File: src/rtl/tlul_host_arb_2to1_if.sv
// TL-UL channel types and the host/device bundle for the 2:1 ICCM arbiter.
// master drives requests (h2d); slave returns responses (d2h).
package tlul_arb_pkg;

    typedef struct packed {
        logic        a_valid;
        logic [2:0]  a_opcode;
        logic [2:0]  a_param;
        logic [1:0]  a_size;
        logic [7:0]  a_source;
        logic [31:0] a_address;
        logic [3:0]  a_mask;
        logic [31:0] a_data;
        logic        d_ready;
    } tl_h2d_t;

    typedef struct packed {
        logic        d_valid;
        logic [2:0]  d_opcode;
        logic [2:0]  d_param;
        logic [1:0]  d_size;
        logic [7:0]  d_source;
        logic        d_sink;
        logic [31:0] d_data;
        logic        d_error;
        logic        a_ready;
    } tl_d2h_t;

endpackage

interface tlul_host_arb_2to1_if;
    tlul_arb_pkg::tl_h2d_t h2d;
    tlul_arb_pkg::tl_d2h_t d2h;

    modport master (output h2d, input  d2h);
    modport slave  (input  h2d, output d2h);
endinterface

File: src/rtl/tlul_host_arb_2to1.sv
// 2:1 TL-UL host arbiter for the ICCM port: round-robin A channel, in-order host-ID FIFO routes D.
// Optional per-host grant counters are enabled by defining TLUL_ARB_PERF_CNT_EN.
module tlul_host_arb_2to1
    import tlul_arb_pkg::*;
#(
    parameter  int unsigned MaxOutstanding = 2,
    localparam int unsigned CntW           = $clog2(MaxOutstanding + 1)
) (
    input  logic                        clk_i,
    input  logic                        rst_ni,
    tlul_host_arb_2to1_if.slave         tl_h0,
    tlul_host_arb_2to1_if.slave         tl_h1,
    tlul_host_arb_2to1_if.master        tl_d,
    output logic [CntW-1:0]             outstanding_o,
    output logic                        err_unexp_o,
    output logic [31:0]                 grant_cnt0_o,
    output logic [31:0]                 grant_cnt1_o
);

    localparam int unsigned     PtrW   = (MaxOutstanding > 1) ? $clog2(MaxOutstanding) : 1;
    localparam logic [PtrW-1:0] PtrMax = PtrW'(MaxOutstanding - 1);

    typedef enum logic { HostFetch = 1'b0, HostLsu = 1'b1 } host_e;

    host_e           sel, head;
    host_e           rr_q, rr_d, lock_host_q, lock_host_d;
    host_e           ids_q [MaxOutstanding];
    logic            lock_q, lock_d, err_q, err_d;
    logic [CntW-1:0] cnt_q, cnt_d;
    logic [PtrW-1:0] wptr_q, wptr_d, rptr_q, rptr_d;
    logic            fifo_full, fifo_empty, push, pop;
    tl_h2d_t         dev_req;
    tl_d2h_t         h0_rsp, h1_rsp;

    function automatic logic [PtrW-1:0] next_ptr(input logic [PtrW-1:0] p);
        return (p == PtrMax) ? '0 : p + 1'b1;
    endfunction

    assign fifo_full  = (cnt_q == CntW'(MaxOutstanding));
    assign fifo_empty = (cnt_q == '0);
    assign head       = ids_q[rptr_q];

    // A locked host keeps the device-side request stable until it is accepted.
    always_comb begin
        // NOTE: every combinational output gets a default first so no path infers a latch.
        sel = HostFetch;
        if (lock_q) begin
            sel = lock_host_q;
        end else if (tl_h0.h2d.a_valid && tl_h1.h2d.a_valid) begin
            sel = rr_q;
        end else if (tl_h1.h2d.a_valid) begin
            sel = HostLsu;
        end
    end

    always_comb begin
        dev_req         = (sel == HostLsu) ? tl_h1.h2d : tl_h0.h2d;
        dev_req.a_valid = dev_req.a_valid & ~fifo_full;
        dev_req.d_ready = fifo_empty ? 1'b1
                        : ((head == HostLsu) ? tl_h1.h2d.d_ready : tl_h0.h2d.d_ready);

        h0_rsp          = tl_d.d2h;
        h0_rsp.a_ready  = ~fifo_full & (sel == HostFetch) & tl_d.d2h.a_ready;
        h0_rsp.d_valid  = ~fifo_empty & (head == HostFetch) & tl_d.d2h.d_valid;

        h1_rsp          = tl_d.d2h;
        h1_rsp.a_ready  = ~fifo_full & (sel == HostLsu) & tl_d.d2h.a_ready;
        h1_rsp.d_valid  = ~fifo_empty & (head == HostLsu) & tl_d.d2h.d_valid;
    end

    assign tl_d.h2d  = dev_req;
    assign tl_h0.d2h = h0_rsp;
    assign tl_h1.d2h = h1_rsp;

    // Full blocks the push even when a pop happens this cycle: no D-to-A path.
    assign push        = dev_req.a_valid & tl_d.d2h.a_ready;
    assign pop         = ~fifo_empty & tl_d.d2h.d_valid & dev_req.d_ready;

    assign cnt_d       = cnt_q + CntW'(push) - CntW'(pop);
    assign wptr_d      = push ? next_ptr(wptr_q) : wptr_q;
    assign rptr_d      = pop  ? next_ptr(rptr_q) : rptr_q;
    assign rr_d        = push ? host_e'(~sel) : rr_q;
    assign lock_d      = dev_req.a_valid & ~tl_d.d2h.a_ready;
    assign lock_host_d = sel;
    assign err_d       = err_q | (fifo_empty & tl_d.d2h.d_valid);

    always_ff @(posedge clk_i or negedge rst_ni) begin
        if (!rst_ni) begin
            cnt_q       <= '0;
            wptr_q      <= '0;
            rptr_q      <= '0;
            rr_q        <= HostFetch;
            lock_q      <= 1'b0;
            lock_host_q <= HostFetch;
            err_q       <= 1'b0;
        end else begin
            cnt_q       <= cnt_d;
            wptr_q      <= wptr_d;
            rptr_q      <= rptr_d;
            rr_q        <= rr_d;
            lock_q      <= lock_d;
            lock_host_q <= lock_host_d;
            err_q       <= err_d;
        end
    end

    // NOTE: the ID storage is not reset; entries are only read while the count says they are valid.
    always_ff @(posedge clk_i) begin
        if (push) begin
            ids_q[wptr_q] <= sel;
        end
    end

    assign outstanding_o = cnt_q;
    assign err_unexp_o   = err_q;

`ifdef TLUL_ARB_PERF_CNT_EN
    logic [31:0] gcnt0_q, gcnt1_q;

    // Saturating grant counters, cleared only by reset.
    always_ff @(posedge clk_i or negedge rst_ni) begin
        if (!rst_ni) begin
            gcnt0_q <= '0;
            gcnt1_q <= '0;
        end else begin
            if (push && (sel == HostFetch) && (gcnt0_q != 32'hFFFF_FFFF)) gcnt0_q <= gcnt0_q + 32'd1;
            if (push && (sel == HostLsu)   && (gcnt1_q != 32'hFFFF_FFFF)) gcnt1_q <= gcnt1_q + 32'd1;
        end
    end

    assign grant_cnt0_o = gcnt0_q;
    assign grant_cnt1_o = gcnt1_q;
`else
    assign grant_cnt0_o = 32'h0;
    assign grant_cnt1_o = 32'h0;
`endif

endmodule

File: src/flat_wrapper.sv
// flat-port wrapper written by rule: the top's interface ports become plain ports
module tlul_host_arb_2to1_flat import tlul_arb_pkg::*;
#(
    parameter  int unsigned MaxOutstanding = 2,
    localparam int unsigned CntW           = $clog2(MaxOutstanding + 1)
)
  (clk_i, rst_ni, outstanding_o, err_unexp_o, grant_cnt0_o, grant_cnt1_o, tl_h0_h2d, tl_h0_d2h, tl_h1_h2d, tl_h1_d2h, tl_d_h2d, tl_d_d2h);
  tlul_host_arb_2to1_if tl_h0_i ();
  tlul_host_arb_2to1_if tl_h1_i ();
  tlul_host_arb_2to1_if tl_d_i ();
  input  logic clk_i;
  input  logic rst_ni;
  output logic [CntW-1:0] outstanding_o;
  output logic err_unexp_o;
  output logic [31:0] grant_cnt0_o;
  output logic [31:0] grant_cnt1_o;
  input wire logic [$bits(tl_h0_i.h2d)-1:0] tl_h0_h2d;
  output wire logic [$bits(tl_h0_i.d2h)-1:0] tl_h0_d2h;
  input wire logic [$bits(tl_h1_i.h2d)-1:0] tl_h1_h2d;
  output wire logic [$bits(tl_h1_i.d2h)-1:0] tl_h1_d2h;
  output wire logic [$bits(tl_d_i.h2d)-1:0] tl_d_h2d;
  input wire logic [$bits(tl_d_i.d2h)-1:0] tl_d_d2h;
  assign tl_h0_i.h2d = tl_h0_h2d;
  assign tl_h0_d2h = tl_h0_i.d2h;
  assign tl_h1_i.h2d = tl_h1_h2d;
  assign tl_h1_d2h = tl_h1_i.d2h;
  assign tl_d_h2d = tl_d_i.h2d;
  assign tl_d_i.d2h = tl_d_d2h;
  tlul_host_arb_2to1 #(.MaxOutstanding(MaxOutstanding)) u_core (.clk_i(clk_i), .rst_ni(rst_ni), .tl_h0(tl_h0_i), .tl_h1(tl_h1_i), .tl_d(tl_d_i), .outstanding_o(outstanding_o), .err_unexp_o(err_unexp_o), .grant_cnt0_o(grant_cnt0_o), .grant_cnt1_o(grant_cnt1_o));
endmodule
File: config.mk
export PLATFORM = sky130hd
export DESIGN_NAME = tlul_host_arb_2to1_flat
export DESIGN_NICKNAME = d
export VERILOG_FILES = /design/src/rtl/tlul_host_arb_2to1_if.sv /design/src/rtl/tlul_host_arb_2to1.sv /design/src/flat_wrapper.sv
export SDC_FILE = /design/constraint.sdc
export NUM_CORES = 1
export LEC_CHECK = 0
export ABC_AREA = 1
export CAP_MARGIN = 30
export CORE_AREA = 2 2 188 190
export CTS_CLUSTER_SIZE = 24
export DETAILED_ROUTE_END_ITERATION = 8
export DIE_AREA = 0 0 190 192
export PLACE_DENSITY = 0.4
export SETUP_SLACK_MARGIN = 0.4
export SYNTH_ARGS = -nofsm -noshare
export SYNTH_HDL_FRONTEND = slang
export SYNTH_SLANG_ARGS = --single-unit
File: constraint.sdc
create_clock -name clk_i -period 3.7 [get_ports clk_i]
set_input_delay 0.74 -clock clk_i [delete_from_list [all_inputs] [get_ports clk_i]]
set_output_delay 0.74 -clock clk_i [all_outputs]
set_load 0.03 [all_outputs]
==> metrics.txt <==
Hold Buf Count CTS=0; Die Area=36480 sq um; RR Startpoint=u_core.lock_q; final antenna-violating net count=0; largest net degree at the start of global routing=50; combinational family with the most area after synthesis=buffers and inverters; layout cells sized above 1=0.05279; Worst-path clk slew=0.04 ns; minimum clock period=3.159 ns; top post-synthesis cells by area=buf_4, nand2_1, dfrtp_1, buf_2, edfxtp_1; NumNets Final=891; I/O pins=483; fraction of the cycle the final worst path needs=0.8538; Synth Instances=504; chip width=190 microns; sequential area share after synthesis=0.09236; cell taking the most area after synthesis=buf_4; pre-CTS setup slack=between 0.2 and 0.25 ns; PortBufs=~270; drt via density=2.835; vias in the first global route=about 3000; mux cell area share after synthesis=0; arrival time at the worst endpoint=about 2.4 ns; post-CTS setup buffers=0; total wire length=13320 microns; RSZ-0062 raised after global routing=false; total track usage=0.06520; Residual DRC=0; drt wl/cell=roughly 12 microns; Critical Path End Type=output port; post-CTS sizing=69; first drt pass iteration count=4; ant diodes=0; Min Hold Slack=around 0.5 ns; CTS tree=yes; Hold WC Path Type=reg -> reg; core region area=34290 sq um; later-pin clock latency in the skew report=0.24 ns; CP required=between 2 and 3 ns; clk buf depth=2; XOR/XNOR Fraction of Synth Area=0.006217; min-delay src=u_core.wptr_q; Setup TNS Final=0 ns; # rows=68; max-capacitance violation count=0; endpoints failing setup=0; Final WS setup=0.5410 ns; post-synthesis cell area=roughly 2800 sq um; clock root cell=clkbuf_16; peak supply drop=0.1584 mV; synth unique cells=23; Final Util=0.1470; total leakage power=between 0.002 and 0.003 uW; # clock sinks=10; skew final=0.0003399 ns; FF+latch count, synth=10; critical path peak fanout=49; status=completed; Final Max Tran Viols=0; die height=192 microns; Final Wtd Congestion=0.6570; pwr/cell area=roughly 470 nW/um^2; gr ovfl total=0; YS warnings=0; Adder-Cell Fraction of Synth Area=0.004440; Fin. Hold Viols=0; Area Growth Syn to Fin=78.86%; critical setup path kind=in -> out; Initial Util=0.08218; CTS buffer count=3; first-pass GRT wire length=18090 microns; Iteration-0 DRC Markers=96; Critical Path Start=tl_h1_h2d[85]; max frequency=316.6 MHz; crit start category=input port; placed wire-length estimate=approximately 11000 microns; H-tree depth=1; Avg Inst Size Synth=5.591 sq um; filler cell count=4008; post-synth top area share=0.4423; Compound-Gate Fraction of Synth Area=0.007993; vias=3170; antenna violations before repair=0; Post-Synth Simple-Gate Area=0.3974
cells in the mapped netlist (all sizes together):
master,n
dfrtp,8
nand3,6
buf,181
clkinv,1
or2,1
o21ai,2
nand2,271
clkbuf,1
ha,1
o21bai,1
edfxtp,2
inv,14
a21oi,1
conb,1
nand4,2
nor2,9
xor2,2
layout by cell type, fill, tap and decap left out, types with 2 or more instances in the layout:
cell type / Yosys / routed
conb_1: 1 / 64
xor2_1: 2 / 2
nor2_1: 8 / 8
dlygate4sd2_1: 0 / 68
edfxtp_1: 2 / 2
nand3_1: 6 / 6
inv_1: 13 / 13
nand4_1: 2 / 2
dfrtp_1: 8 / 8
nand2_2: 3 / 3
buf_12: 0 / 5
nand2_1: 267 / 267
clkbuf_16: 0 / 3
clkdlybuf4s50_1: 0 / 181
buf_4: 166 / 19
layout make-up:
class / count / area, sq um / area share
sequential: 10 / 260.3 / 0.05164
inverter: 15 / 57.56 / 0.01142
multi-input combinational: 360 / 1413 / 0.2803
timing repair buffer: 274 / 2661 / 0.5281
tap: 455 / 569.3 / 0.1130
clock buffer: 4 / 78.83 / 0.01564
sequential cells by signal (all words and copies together) (netlist names):
register              flops
u_core.lock_q             1
u_core.outstanding_o      2
u_core.wptr_q             1
u_core.err_unexp_o        1
u_core.lock_host_q        1
u_core.rptr_q             1
u_core.ids_q              2
u_core.rr_q               1
per-layer routing:
layer,routed length [microns],vias to the layer above,part of all wire,GRT usage
li1,-,1585,-,-
met1,5072,1290,0.38,0.07359
met2,6204,238,0.47,0.1126
met3,1512,57,0.11,0.02138
met4,532,0,0.040,0.02743
met5,0,-,0,0
stage by stage:
stage               instance area (sq um)  std cells  total power, uW
CTS                                  5040       1118             2398
detailed placement                   5042       1114             2339
global route                         5040       1118             2538
finish                               5040       1118             2353
global placement                     5042       1114             2348
floorplan                            3054        567             1641
cells by family after synthesis:
kind of cell / after synthesis
xor gates and xnor gates: 2
DFF: 10
other: 1
and+or+nand+nor: 289
adders and majority gates: 1
buffers and inverters: 197
AOI/OAI and AO/OA: 4
report_power, final:
| part | internal [uW] | switching, uW | total, uW |
|---|---|---|---|
| combinational | 692 | 1280 | 1970 |
| sequential | 154 | 30.1 | 184 |
| clock | 144 | 50.5 | 195 |
| total | 990 | 1360 | 2350 |
worst paths after layout:
path | slack, ns | end | cells after the start
setup / recovery | 0.54 | tl_d_h2d[44] | 10
hold / removal | 0.49 | u_core.wptr_q | 2
setup reg to reg | 1.95 | u_core.ids_q[1] | 8
hold reg to reg | 0.49 | u_core.wptr_q | 2
max in group asynchronous | 2.59 | u_core.outstanding_o[0] | 1
min in group asynchronous | 0.81 | u_core.lock_host_q | 1
critical path, stage by stage:
cell             delay [ns]
clkdlybuf4s50_1        0.49
inv_1                  0.06
nor2_2                 0.09
nand2_2                0.08
nand2_4                0.11
clkinv_2               0.11
buf_12                 0.18
nand2_1                0.10
nand2_1                0.05
dlygate4sd2_1          0.35
Power figures use the tool's default switching activity.
==> RTL change 1: new RTL, same flow settings <==
Add a define of `TLUL_ARB_PERF_CNT_EN`.
--- a/src/rtl/tlul_host_arb_2to1.sv
+++ b/src/rtl/tlul_host_arb_2to1.sv
@@ -1,4 +1,6 @@
 // 2:1 TL-UL host arbiter for the ICCM port: round-robin A channel, in-order host-ID FIFO routes D.
 // Optional per-host grant counters are enabled by defining TLUL_ARB_PERF_CNT_EN.
+`define TLUL_ARB_PERF_CNT_EN
+
 module tlul_host_arb_2to1
     import tlul_arb_pkg::*;
Formal check against the unedited RTL: not equivalent (Yosys sat finds a counterexample within 4 cycles, from zero or initial values and one cycle with rst_ni low).
==> RTL change 1 against the unedited design <==
Synthesized cell count is 120% higher; first-iteration DRC count rose to 4.3 times the old value; area after synthesis grew 130%; sequential power grew to 5.3 times the old value; setup slack gained 0.030 ns; routed wire length increased to 2.6 times the old value; clock power increased to 5.0 times the old value; final cell count grew 58%; sequential cell count rose by 64; design area rose by 99%; critical path depth fell by 1; core utilization rose by 15 points; sequential share of layout area grew 13 points; power increased by 94%; critical path type unchanged; critical endpoint is now tl_h1_d2h[0]; largest cell class is now multi-input combinational cells.
==> RTL change 1: results (changes against the unedited design) <==
.. list-table::
   :header-rows: 1

   * - Metric
     - Value
   * - Number of cell instances on the worst register-to-register path
     - 10 (was 8)
   * - Data-path buffer share of cell area in the final layout
     - 35.3% (was 52.8%)
   * - H-tree levels
     - 3 (was 1)
   * - Arrival time reported for the critical path endpoint
     - 2.39 ns (was 2.42 ns)
   * - Flop-to-flop setup slack
     - 1.50 ns (was 1.95 ns)
   * - Global routing usage on met1
     - 23.7% (was 7.36%)
   * - Crit Reg-Reg Startpoint
     - u_core.grant_cnt0_o[0] (was u_core.lock_q)
   * - Cell types with the largest area share after synthesis
     - nand2_1 (36%), dfrtp_1 (28%), buf_4 (12%), nor2_1 (5.7%), xor2_1 (4.2%) (was buf_4 (44%), nand2_1 (36%), dfrtp_1 (7.1%), buf_2 (2.7%), edfxtp_1 (2.1%))
   * - Post-synthesis sequential element count
     - 74 (was 10)
   * - # nets final
     - 1537 (was 891)
   * - Global-route wire length before repair
     - 48900 um (was 18100 um)
   * - Total Routed Length
     - 34500 um (was 13300 um)
   * - Clock tree cell share of total cell area
     - 3.17% (was 1.56%)
   * - Share of layout cells above drive strength 1
     - 9.98% (was 5.28%)
   * - Met2 usage
     - 31.8% (was 11.3%)
   * - Global-route usage over all layers
     - 18.6% (was 6.52%)
   * - Net Sw Frac
     - 44.6% (was 57.9%)
   * - Worst vdd rail ir drop
     - 0.000189 V (was 0.000158 V)
   * - Reg-to-Reg End
     - u_core.grant_cnt0_o[9] (was u_core.ids_q[1])
   * - Leak Pwr
     - 4.72 nW (was 2.52 nW)
   * - Post-synthesis cell type with the largest combined area
     - nand2_1 (was buf_4)
   * - Status
     - complete, no violations (unchanged)
   * - Count of buffers inserted at the top-level ports
     - 332 (was 268)
   * - Area taken by multi-input logic gates
     - 3570 sq um (was 1410 sq um)
   * - Slack of the critical path
     - 0.571 ns (was 0.541 ns)
   * - Area taken by flip-flops and latches
     - 1860 sq um (was 260 sq um)
   * - Number of buffers inserted during clock tree synthesis
     - 9 (was 3)
   * - Count of clock buffers in the final design
     - 11 (was 4)
   * - Initial antenna violation count
     - 14 (was 0)
   * - Minimum setup slack after placement
     - 0.205 ns (was 0.212 ns)
   * - Int Power
     - 2.52 mW (was 0.990 mW)
   * - Clock slew seen by the registers of the worst setup and hold paths
     - 0.07 ns (was 0.04 ns)
   * - Total sequential power
     - 0.974 mW (was 0.184 mW)
   * - Pin count of the biggest net entering global routing
     - 54 (was 50)
   * - Register area share after synthesis
     - 28.7% (was 9.24%)
   * - Vias in the first global route
     - 7342 (was 2986)
   * - Final RePlAce weighted congestion
     - 0.877 (was 0.657)
   * - Max Fanout on Critical Path
     - 38 (was 49)
   * - Worst setup skew after layout
     - 0.0142 ns (was 0.000340 ns)
   * - Share of total power in combinational logic
     - 57.2% (was 83.9%)
==> RTL change 1: logic make-up after synthesis <==
group	count (synthesis)	share of synthesized area (%)
adders and majority gates	3	0.578
and+or+nand+nor	780	47.5
xor gates and xnor gates	47	6.34
buffers and inverters	177	16.5
AOI/OAI and AO/OA	5	0.424
DFF	74	28.7
==> RTL change 1: what timing repair did <==
action,in CTS,in global routing
hold endpoints to repair,0,0
gates resized for setup,2,4
setup endpoints to repair,11,20
==> RTL change 1: per-stage QoR <==
step	instance area, sq um	hold WS (ns)	instances
6_report	10000	0.483	1770
3_5_place_dp	9710	0.474	1752
2_1_floorplan	6490	0.442	1086
3_3_place_gp	9710	0.483	1752
5_1_grt	10000	0.533	1769
4_1_cts	10000	0.491	1768
==> RTL change 1: routing by layer <==
layer	part of all wire (%)	wire, um	vias to the layer above
met4	1.1	383	0
li1	-	-	3611
met2	49	16700	332
met1	43	14700	3273
met3	7.7	2650	27
met5	0	0	-
==> RTL change 2: new RTL, same flow settings <==
Without the edit above. Put one more register stage on the output `err_unexp_o`. The value now appears one clock later. The other outputs are not delayed to match.
--- a/src/rtl/tlul_host_arb_2to1.sv
+++ b/src/rtl/tlul_host_arb_2to1.sv
@@ -113,5 +113,7 @@
 
     assign outstanding_o = cnt_q;
-    assign err_unexp_o   = err_q;
+    always_ff @(posedge clk_i) begin
+        err_unexp_o <= err_q;
+    end
 
 `ifdef TLUL_ARB_PERF_CNT_EN
Check against the original RTL: not equivalent (Yosys sat finds a counterexample within 4 cycles, from zero or initial values and one cycle with rst_ni low).
==> RTL change 2 against the unedited design <==
Area after synthesis rose by 0.71%; die area did not move; design area rose by 0.17%; sequential cell count rose by 1; critical endpoint is now tl_d_h2d[74]; largest cell class unchanged; routed wire length rose by 6.2%; setup slack got worse by 0.0094 ns; final cell count rose by 0.18%; power rose by 1.1%.
==> RTL change 2: results (changes against the unedited design) <==
.. list-table::
   :header-rows: 1

   * - Metric
     - Value
   * - Status
     - complete, no violations (unchanged)
   * - Async set-reset flop share out of synthesis
     - 72.7% (was 80.0%)
   * - Worst vdd rail ir drop
     - 0.000140 V (was 0.000158 V)
   * - # nets final
     - 893 (was 891)
   * - Final Instance Count excl. Fillers
     - 1120 (was 1118)
   * - Global-route wire length before repair
     - 19200 um (was 18100 um)
   * - Clock insertion delay at the later pin of the skew report
     - 0.24 ns (about the same)
   * - Total vias in the final route
     - 3191 (was 3170)
   * - Pin count of the biggest net entering global routing
     - 40 (was 50)
   * - Leak Pwr
     - 2.52 nW (about the same)
   * - Cell types with the largest area share after synthesis
     - buf_4 (44%), nand2_1 (35%), dfrtp_1 (7.1%), buf_2 (2.6%), edfxtp_1 (2.1%) (was buf_4 (44%), nand2_1 (36%), dfrtp_1 (7.1%), buf_2 (2.7%), edfxtp_1 (2.1%))
   * - Register area share after synthesis
     - 9.88% (was 9.24%)
   * - Final RePlAce weighted congestion
     - 0.692 (was 0.657)
   * - Worst Hold End
     - u_core.err_unexp_o (was u_core.wptr_q)
   * - Filler cell count in the final layout
     - 4011 (was 4008)
   * - Hold WC Path Type
     - reg -> reg (unchanged)
   * - Share of layout cells above drive strength 1
     - 6.47% (was 5.28%)
   * - Global-route usage over all layers
     - 7.04% (was 6.52%)
   * - Final-layout worst hold slack
     - 0.373 ns (was 0.486 ns)
   * - Cell depth of the worst min-delay path
     - 0 (was 2)
   * - Total Routed Length
     - 14200 um (was 13300 um)
   * - Inst Count DP
     - 1116 (was 1114)
   * - Distinct cells, synth
     - 24 (was 23)
   * - Worst setup skew after layout
     - 0.000913 ns (was 0.000340 ns)
   * - Flop-to-flop setup slack
     - 1.90 ns (was 1.95 ns)
   * - Worst hold start
     - u_core.err_q (was u_core.wptr_q)
   * - Max Fanout on Critical Path
     - 32 (was 49)
   * - Post-Syn Instances
     - 505 (was 504)
   * - Total half-perimeter wirelength after legalization and detailed placement
     - 12200 um (was 11500 um)
   * - Placement-stage cell area
     - 5040 sq um (about the same)
   * - Initial antenna violation count
     - 0 (unchanged)
   * - Arrival time reported for the critical path endpoint
     - 2.43 ns
==> RTL change 2: cell count changes after synthesis, sizes merged <==
cell	unedited run	this run
dfxtp	0	1
==> RTL change 2: cell type report <==
| class | count | area [sq um] | share of cell area [%] |
|---|---|---|---|
| Tap cell | 455 | 569 | 11.3 |
| Multi-Input combinational cell | 360 | 1410 | 28.0 |
| Clock buffer | 4 | 78.8 | 1.56 |
| Sequential cell | 11 | 280 | 5.55 |
| Inverter | 15 | 57.6 | 1.14 |
| Timing Repair Buffer | 275 | 2650 | 52.5 |
==> RTL change 2: per-layer routing <==
layer  vias up  track usage (%)  part of all wire, %
met1      1303             7.79                   37
met4         0             3.61                  4.9
li1       1590                -                    -
met3        60             2.39                   12
met5         -                0                    0
met2       238             12.0                   46
==> RTL change 2: worst max-delay path by stage <==
| stage | startpoint | endpoint | slack (ns) | depth (start not counted) |
|---|---|---|---|---|
| floorplan | tl_h1_h2d[85] | tl_h0_d2h[0] | 1.36 | 8 |
| global placement | tl_h1_h2d[85] | tl_d_h2d[50] | 0.18 | 9 |
| detailed placement | tl_h0_h2d[85] | tl_d_h2d[76] | 0.23 | 9 |
| CTS | tl_h1_h2d[85] | tl_d_h2d[50] | 0.49 | 9 |
| global route | tl_h1_h2d[85] | tl_d_h2d[14] | 0.38 | 9 |
| finish | tl_h1_h2d[85] | tl_d_h2d[74] | 0.53 | 10 |
==> RTL change 2: power by group <==
part	switching (mW)	leakage [nW]	internal [mW]	total (mW)
Combinational	1.30	2.36	0.695	1.99
Clock	0.0499	0.0382	0.144	0.194
Sequential	0.0261	0.121	0.165	0.191
Total	1.37	2.52	1.00	2.38
==> RTL change 2: per-stage QoR <==
stage               power [mW]  util, %  setup slack, ns
floorplan                 1.65        -             1.36
global placement          2.37     14.7            0.180
CTS                       2.44     14.7            0.492
finish                    2.38     14.7            0.532
detailed placement        2.36     14.7            0.232
global route              2.58     14.7            0.382
==> RTL change 2: cells by family (layout without fill, tap and decap cells) <==
family          count (synthesis)  in the layout  share of synthesized area [%]
other cells                     1             64                          0.132
xor+xnor                        2              2                          0.617
simple gates                  289            289                           39.5
fa+ha+maj                       1              1                          0.441
flops                          11             11                           9.88
buf+inv                       197            294                           48.7
compound gates                  4              4                          0.793
==> RTL change 2: critical path, stage by stage <==
cell and delay (ns):
clkdlybuf4s50_1 0.51, inv_1 0.06, nor2_2 0.09, nand2_2 0.07, nand2_4 0.11, buf_12 0.19, buf_4 0.15, nand2_1 0.05
nand2_1 0.05, dlygate4sd2_1 0.39
==> RTL change 2: repair_timing <==
| item | 4_1_cts | 5_1_grt |
|---|---|---|
| pin swaps | 0 | 0 |
| endpoints found under the setup margin | 61 | 9 |
| gates resized for setup | 61 | 5 |
